File: config.mk
export PLATFORM = sky130hd
export DESIGN_NAME = aludec
export DESIGN_NICKNAME = d
export VERILOG_FILES = /design/src/rtl/aludec.sv
export SDC_FILE = /design/constraint.sdc
export NUM_CORES = 1
export LEC_CHECK = 0
export CAP_MARGIN = 20
export CORE_AREA = 3 3 40 42
export CTS_CLUSTER_SIZE = 14
export DETAILED_ROUTE_END_ITERATION = 7
export DIE_AREA = 0 0 43 45
export REMOVE_ABC_BUFFERS = 1
export SYNTH_ARGS = -nofsm -noshare
export SYNTH_HDL_FRONTEND = slang
export SYNTH_SLANG_ARGS = --single-unit
File: constraint.sdc
create_clock -name clk -period 1.9 [get_ports clk]
set_input_delay 0.285 -clock clk [delete_from_list [all_inputs] [get_ports clk]]
set_output_delay 0.285 -clock clk [all_outputs]
set_load 0.02 [all_outputs]
File: src/rtl/aludec.sv
// ---------------------------------------------------------------------------
// aludec -- ALU control decoder with an execute-stage register.
//
// The decoder maps the main-decoder class (aluop) and the instruction fields
// (funct3, funct7b5, opb5) onto a 4-bit ALU control code. The decode is purely
// combinational. A copy of it is also registered for the execute stage. That
// register supports a stall enable and a synchronous reset.
//
// Ports
//   clk          in   1  rising-edge clock
//   reset        in   1  synchronous active-high reset (clears registered outputs)
//   opb5         in   1  opcode bit 5: 1 = R-type, 0 = I-type
//   funct3       in   3  instruction funct3 field
//   funct7b5     in   1  instruction bit 30
//   aluop        in   2  00 load/store, 01 branch, 10 ALU op, 11 reserved
//   en           in   1  register enable, 0 = stall (hold registered outputs)
//   alucontrol   out  4  combinational ALU control code
//   illegal      out  1  combinational unsupported-encoding flag
//   alucontrol_q out  4  registered alucontrol
//   illegal_q    out  1  registered illegal
// ---------------------------------------------------------------------------
module aludec (
    input  logic       clk,
    input  logic       reset,
    input  logic       opb5,
    input  logic [2:0] funct3,
    input  logic       funct7b5,
    input  logic [1:0] aluop,
    input  logic       en,
    output logic [3:0] alucontrol,
    output logic       illegal,
    output logic [3:0] alucontrol_q,
    output logic       illegal_q
);

    localparam logic [3:0] ALU_ADD  = 4'b0000;
    localparam logic [3:0] ALU_SUB  = 4'b0001;
    localparam logic [3:0] ALU_AND  = 4'b0010;
    localparam logic [3:0] ALU_OR   = 4'b0011;
    localparam logic [3:0] ALU_SLL  = 4'b0100;
    localparam logic [3:0] ALU_SLT  = 4'b0101;
    localparam logic [3:0] ALU_XOR  = 4'b0110;
    localparam logic [3:0] ALU_SRL  = 4'b0111;
    localparam logic [3:0] ALU_SLTU = 4'b1000;
    localparam logic [3:0] ALU_SRA  = 4'b1111;

    logic [3:0] alucontrol_d;
    logic       illegal_d;

    always_comb begin
        alucontrol = ALU_ADD;
        illegal    = 1'b0;
        case (aluop)
            2'b00: alucontrol = ALU_ADD;
            2'b01: alucontrol = ALU_SUB;
            2'b10: begin
                case (funct3)
                    // SUB needs R-type as well: an I-type instruction's bit 30 is
                    // immediate data, so ADDI with a negative immediate stays ADD.
                    3'b000:  alucontrol = (funct7b5 && opb5) ? ALU_SUB : ALU_ADD;
                    3'b001:  alucontrol = ALU_SLL;
                    3'b010:  alucontrol = ALU_SLT;
                    3'b011:  alucontrol = ALU_SLTU;
                    3'b100:  alucontrol = ALU_XOR;
                    // Shift-immediates keep bit 30 as the arithmetic flag, so opb5
                    // is ignored here.
                    3'b101:  alucontrol = funct7b5 ? ALU_SRA : ALU_SRL;
                    3'b110:  alucontrol = ALU_OR;
                    3'b111:  alucontrol = ALU_AND;
                    default: alucontrol = ALU_ADD;
                endcase
            end
            2'b11: begin
                alucontrol = ALU_ADD;
                illegal    = 1'b1;
            end
            default: alucontrol = ALU_ADD;
        endcase
    end

    always_comb begin
        alucontrol_d = alucontrol_q;
        illegal_d    = illegal_q;
        if (en) begin
            alucontrol_d = alucontrol;
            illegal_d    = illegal;
        end
    end

    always_ff @(posedge clk) begin
        if (reset) begin
            alucontrol_q <= ALU_ADD;
            illegal_q    <= 1'b0;
        end else begin
            alucontrol_q <= alucontrol_d;
            illegal_q    <= illegal_d;
        end
    end

endmodule

Word-level counts from Yosys, hierarchy flattened --
Cells that the tools add are included. W data, S select, Z words.
Cells by class: equal/unequal tests 10, mux-type cells 5, reductions and logical operators 4
Operators with widths (number):
- $pmux W4 S8 | 1
- $eq A3 B3 Y1 const B | 4
- $pmux W4 S3 | 1
- $eq A3 B2 Y1 const B | 2
- $eq A2 B2 Y1 const B | 2
- $mux W4 | 1
- $eq A3 B1 Y1 const B | 1
- $logic_not A3 Y1 | 1
- $eq A2 B1 Y1 const B | 1
- $logic_not A2 Y1 | 1
- $mux W1 | 2
- $reduce_or A2 Y1 | 1
- $logic_and A1 B1 Y1 | 1
Storage, ports and cells: flip-flop bits (word level) 5, input bits 10, output and inout bits 10, logic and storage cells 21

Longest topological paths before layout --
Gate-level depths: netlist of run 1.
word-level depth 4, depth in mapped cells 4, depth with buffers taken out 3

Least setup slack after synthesis of run 1 --
No wires, ideal clock.
kind input to output, start point input port funct3[0], end point output port alucontrol[0], arrival 0.881 ns, required time 1.615 ns, path slack 0.734 ns, cell stages on the path 3, buffers on the path 0, cells stage by stage or2_1 -> o221ai_1 -> nand2_1
On the way: longest elaborated chain between the ends 3
RTL lines:
- start, declared | RTL line 26 | input logic [2:0] funct3,
- $eq A3 B3 Y1 (tied with other cells) | RTL line 57 | case (funct3)
- $pmux W4 S8 * | RTL line 57
- $pmux W4 S3 * | RTL line 53 | case (aluop)
- end, declared | RTL line 30 | output logic [3:0] alucontrol,
Mark *: on every way between the ends. The rest lies on a longest branch, timed or not.

Final worst setup path of run 1 --
start point input port aluop[0], end point output port alucontrol[2]
On the way: longest elaborated chain between the ends 3
RTL lines:
- start, declared | RTL line 28 | input logic [1:0] aluop,
- $eq A2 B2 Y1 or $logic_not A2 Y1 (tied branches) | RTL line 53
- $reduce_or A2 Y1 (no line)
- $pmux W4 S3 * | RTL line 53
Marked as above.

==> flow_summary_export.csv, run 1 <==
group,metric,value,unit
status,status,"completed",
timing,finalSetupViolCount,0,
worst_setup_path,setup.worst_path.start_class,"input port",
worst_setup_path,critical_path.slowest_cell,"clkdlybuf4s50_1",
drt,routed_wl,721,um
timing,grt_setup_unrepaired,"no",
layout,num_antenna_cells,0,
die,die-area,1935,um2
logic_synthesis,seq_area_frac_synth,0.3478,
drt,remaining_drc_errors,0,
die,num_io_pins,20,
cts,cts-buffers-inserted,3,
worst_setup_path,path_max_fanout,5,
placement,dpl.hpwl,591.2,um
timing,period_share,0.9646,
timing,post-route-worst-setup-slack,67.27,ps
placement,dpl-instance-area,530.5,um2
worst_setup_path,timing.setup.critical_path_class,"input port to output pin",
drt,vias,319,
logic_synthesis,count_of_distinct_cell_types_in_the_synthesized_netlist,23,
cts,worst_setup_hold_path_clk_slew,40,ps
die,number_of_core_rows,13,
power,powerDensity,545.4,nW/um2
worst_setup_path,worst_path_dominant_cell_family,"buffers and inverters",
worst_setup_path,cp.required,1620,ps
worst_hold_path,holdCritPathClass,"flop to flop",
grt,grt_usage,0.08659,
logic_synthesis,synth-xor-area-share,0,
worst_setup_path,worstSetupEndpointType,"output pin",
cts,htree_num_levels,1,
drt,first_pass_iters,4,
logic_synthesis,yosys_warnings,0,
logic_synthesis,synth.area.mux_share,0.03478,
drt,post_drt_via_cell_ratio,4.090,
cts,clock_path_buffers,2,
layout,final_cell_count_no_fill,78,
worst_setup_path,ff2ff_setup_slack,1170,ps
worst_setup_path,path_cells,"clkdlybuf4s50_1 > and2b_1 > and3_4 > dlygate4sd2_1",
timing,maxSlewViolCount,0,
grt,grt_max_degree,8,
worst_hold_path,worstHoldStart,"alucontrol_q[3]$_SDFFE_PP0P_",
timing,worst_slew_margin_rel,0.8365,
logic_synthesis,dominant_combinational_cell_family_by_area_after_synthesis,"simple AND/OR/NAND/NOR gates",
die,height_of_the_die,45,um
cts,cts_sinks,5,
cts,cts.root.buffer_cell,"clkbuf_4",
drt,drtAntennaViolNets,0,
die,start_util,0.2240,
timing,max_freq,545.6,MHz
worst_hold_path,hold_end,"alucontrol_q[3]$_SDFFE_PP0P_",
logic_synthesis,synth_compound_gate_area_share,0.1783,
timing,timing.clock.skew,0,ps
logic_synthesis,avgSynthCellArea,7.994,um2
grt,antenna_found_initial,0,
timing,worst-slew-pin-transition,242.1,ps
worst_hold_path,hold_path_depth,2,
layout,finalInstanceArea,569.3,um2
worst_setup_path,rr_startpoint,"alucontrol_q[1]$_SDFFE_PP0P_",
grt,grt_pass1_wl,1255,um
worst_setup_path,worst-path-buf-inv,2,
logic_synthesis,post_synth_instance_area,287.8,um2
drt,wl_per_cell,9.244,um
die,die_w,43,um
die,placeableCoreArea,1285,um2
logic_synthesis,synth_adder_area_share,0,
run,drv.max_cap_violation_count,0,
layout,syn_to_final_growth,97.83,%
timing,finalHoldViolCount,0,
logic_synthesis,postSynthCellCount,36,
worst_setup_path,worst_r2r_endpoint,"alucontrol_q[1]$_SDFFE_PP0P_",
layout,layout-drive-gt1-share,0.1746,
cts,insertion_delay,230,ps
grt,grt_pass1_vias,330,
placement,place_worst_setup_slack,-254.3,ps
placement,place_inst,74,
power,peakVddDrop,0.1697,mV
layout,design.final.nets,74,
cts,postCtsHoldBufs,0,
grt,grt_overflow,0,
placement,routabilityCongestion,0.6480,
worst_setup_path,worst_ep_arrival_time,1550,ps
cts,cts_tree,"built",
drt,drt_first_iter_violations,2,
power,leakagePower,0.2777,nW
worst_setup_path,rr_worst_depth,3,
worst_setup_path,max_stage_delay,420,ps
logic_synthesis,ys_ff_latch,5,
logic_synthesis,synth_simple_gate_area_frac,0.3870,
timing,post-route-min-period,1833,ps
cts,post-cts-setup-buffer-count,0,
timing,worst_hold_slack_after_final_layout,483.4,ps
placement,io_buffers,19,
==> kinds of logic after synthesis <==
family          after synthesis
flops                         5
simple gates                 19
compound gates                7
buf+inv                       4
mux                           1
==> power by group <==
part | switching (W) | internal [W] | total (W)
Clock | 0.0000384 | 0.0000791 | 0.000117
Sequential | 0.00000191 | 0.000109 | 0.000111
Combinational | 0.0000362 | 0.0000458 | 0.0000820
==> sequential cells by signal, summed over array words and instances, names as in the netlist <==
signal        flops
alucontrol_q      4
illegal_q         1
==> worst max-delay path by stage <==
stage / startpoint / to / slack [ps] / cells past startpoint
final: aluop[0] / alucontrol[2] / 70 / 4
after global routing: aluop[0] / alucontrol[2] / 20 / 4
after CTS: funct3[2] / alucontrol[3] / -9 / 5
after detailed placement: funct3[2] / alucontrol[0] / -250 / 5
after global placement: funct3[2] / alucontrol[0] / -230 / 5
after floorplan: funct3[0] / alucontrol[0] / 730 / 3
==> metal layers <==
layer / up-vias / share of wire / track usage
li1: 178 / - / -
met1: 130 / 0.48 / 0.1108
met2: 11 / 0.46 / 0.1257
met3: 0 / 0.064 / 0.01594
met4: 0 / 0 / 0.07229
met5: - / 0 / 0
==> stage by stage <==
stage	TNS, ps	total power, W	utilization
2_1_floorplan	0	0.0001444	-
3_3_place_gp	-806.6	0.0001973	0.4129
3_5_place_dp	-806.5	0.0001970	0.4129
4_1_cts	-8.850	0.0003164	0.4343
5_1_grt	0	0.0003312	0.4430
6_report	0	0.0003105	0.4430
==> Yosys cell counts <==
library cell  count  area share
and3_1            1       0.022
inv_1             3       0.039
and2b_1           1       0.026
clkbuf_1          1       0.013
o41ai_1           1       0.030
dfxtp_1           5        0.35
a31o_1            1       0.030
nand2_1           2       0.026
a21oi_1           1       0.017
nand3_1           1       0.017
a31oi_1           1       0.022
nor2_1            4       0.052
mux2i_1           1       0.035
and3_4            1       0.039
o21ai_0           1       0.017
and3b_1           1       0.030
nand2b_1          1       0.022
or2_1             1       0.022
a311oi_1          1       0.030
nor2b_1           3       0.065
o221ai_1          1       0.030
and2_1            2       0.043
or3_1             1       0.022
==> cell type report <==
cell class	count	area, um2
clock buffers	4	26.28
fillers	132	715.7
inverters	3	11.26
multi-input cells	27	181.4
flip-flops and latches	5	100.1
well taps	15	18.77
repair buffers	24	231.5
==> timing repair <==
action | in CTS | in global routing
setup endpoints to repair | 4 | 3
resized for setup | 5 | 5
endpoints found under the hold margin | 0 | 0
==> tightest hold or removal path, stage by stage (launching register included) <==
cell and delay [ps]:
dfxtp_1 300, nand3_1 70, o41ai_1 60
==> cell usage in the layout, fill, tap and decap left out, types with 2 or more instances in the layout <==
cell type	n
dfxtp_1	5
clkdlybuf4s50_1	12
buf_4	5
inv_1	3
nor2b_1	2
nand2_1	2
and2_1	2
dlymetal6s2s_1	3
dlygate4sd2_1	3
nor2_1	4
clkbuf_4	3
Power figures use the tool's default switching activity.
==> inputs of run 2 (changes only) <==
Settings changed: CORE_AREA 3 3 40 42 to 2 2 39 41, DIE_AREA 0 0 43 45 to 0 0 41 43, DONT_BUFFER_PORTS set to 1.
==> run 2 against run 1 <==
Against the previous run:
- combinational power down 63%
- clock power up 4%
- first-iteration DRC count rose to 2.5 times the previous value
- largest cell class is now multi-input combinational cells
==> flow_summary_export.csv, run 2 (synthesized netlist as in run 1, its figures left out) <==
group,metric,value,unit
placement,place_worst_setup_slack,645.5,ps
drt,remaining_drc_errors,0,
worst_setup_path,setup.worst_path.start_class,"input port",
drt,routed_wl,671,um
die,start_util,0.2080,
layout,multi_input_comb_area,172.7,um2
power,peakVddDrop,0.1940,mV
timing,post-route-min-period,1236,ps
layout,layout.cells.most_common,"dfxtp_1",
timing,timing.clock.skew,0,ps
layout,register_area,100.1,um2
grt,grt_overflow,0,
cts,clock_path_buffers,2,
layout,largest_register_by_flop_count,"alucontrol_q",
power,leakagePower,0.1413,nW
layout,design.final.nets,50,
placement,io_buffers,0,
drt,first_pass_iters,3,
power,powerDensity,812.0,nW/um2
layout,layout.filler_cells,150,
drt,wl_per_cell,12.20,um
grt,grt_pass1_wl,1055,um
layout,fin_util,0.2387,
cts,cts_tree,"built",
drt,vias,256,
placement,routabilityCongestion,0.6695,
layout,layout-drive-gt1-share,0.1026,
timing,worst_slew_margin_rel,0.7367,
timing,timing.setup.tns,0,ps
timing,finalHoldViolCount,0,
timing,grt_setup_unrepaired,"no",
timing,max_freq,809.2,MHz
die,number_of_core_rows,14,
worst_setup_path,cp.required,1620,ps
grt,grt_pass1_vias,241,
drt,drt_first_iter_violations,5,
cts,htree_num_levels,1,
die,placeableCoreArea,1384,um2
cts,cts_sinks,5,
drt,drtAntennaViolNets,0,
worst_setup_path,worst_ep_arrival_time,950,ps
worst_setup_path,path_max_fanout,5,
layout,flip_flop_count_of_the_largest_register_all_copies_and_words_added,4,
cts,insertion_delay,240,ps
worst_setup_path,worstSetupEndpointType,"output pin",
timing,worst-slew-pin-transition,393.5,ps
cts,postCtsHoldBufs,0,
placement,dpl.hpwl,560.6,um
die,die-area,1763,um2
timing,finalSetupViolCount,0,
run,drv.max_cap_violation_count,0,
worst_setup_path,timing.setup.critical_path_class,"input port to output pin",
drt,post_drt_via_cell_ratio,4.655,
grt,antenna_found_initial,0,
timing,post-route-worst-setup-slack,664.1,ps
worst_hold_path,holdCritPathClass,"input port to flop",
cts,cts-buffers-inserted,3,
layout,num_antenna_cells,0,
die,die_w,41,um
die,height_of_the_die,43,um
timing,worst_hold_slack_after_final_layout,112.2,ps
grt,grt_usage,0.09237,
timing,maxSlewViolCount,0,
grt,grt_max_degree,8,
layout,layout_common_cells,"dfxtp_1, nor2_1, nor2b_1, inv_1, clkbuf_4",
cts,cts.root.buffer_cell,"clkbuf_4",
timing,period_share,0.6505,
layout,syn_to_final_growth,14.78,%
die,num_io_pins,20,
cts,post-cts-setup-buffer-count,0,
status,status,"completed",
cts,worst_setup_hold_path_clk_slew,40,ps
cts,cts_repair_resize_count,0,
layout,largestRegisters,"alucontrol_q (4), illegal_q (1)",
## run 2: critical path, cell delays in order
cell	delay [ps]
and2b_1	250
nand2_1	90
nor2_1	320
## run 2: where the power goes
part	internal (W)	leakage (nW)	switching (W)	total, W
Combinational	0.0000122	0.0856	0.0000181	0.0000303
Sequential	0.000109	0.0408	0.00000685	0.000116
Clock	0.0000793	0.0150	0.0000426	0.000122
## run 2: final cells by class
| type | count | area share |
|---|---|---|
| clock buffer | 4 | 0.07955 |
| tap | 16 | 0.06061 |
| inverter | 3 | 0.03409 |
| sequential | 5 | 0.3030 |
| multi-input combinational | 27 | 0.5227 |
## run 2: layer usage
| metal | part of all wire | GRT usage | up-vias |
|---|---|---|---|
| li1 | - | - | 133 |
| met1 | 0.40 | 0.1158 | 106 |
| met2 | 0.43 | 0.1031 | 15 |
| met3 | 0.14 | 0.05759 | 2 |
| met4 | 0.022 | 0.08000 | 0 |
| met5 | 0 | 0 | - |
## run 2: worst paths after layout
path,cells after the start,to,slack [ps],start
max reg2reg,2,alucontrol_q[0]$_SDFFE_PP0P_,1070,alucontrol_q[0]$_SDFFE_PP0P_
max,3,alucontrol[3],660,aluop[0]
min,1,illegal_q$_SDFFE_PP0P_,110,reset
min reg2reg,2,alucontrol_q[3]$_SDFFE_PP0P_,590,alucontrol_q[3]$_SDFFE_PP0P_
## run 2: through the flow
step	total power [W]	instances	area, um2
after CTS	0.0002719	55	330.3
after floorplan	0.0001444	35	284.0
after global routing	0.0002864	55	330.3
final	0.0002682	55	330.3
after global placement	0.0001484	51	304.0
after detailed placement	0.0001487	51	304.0
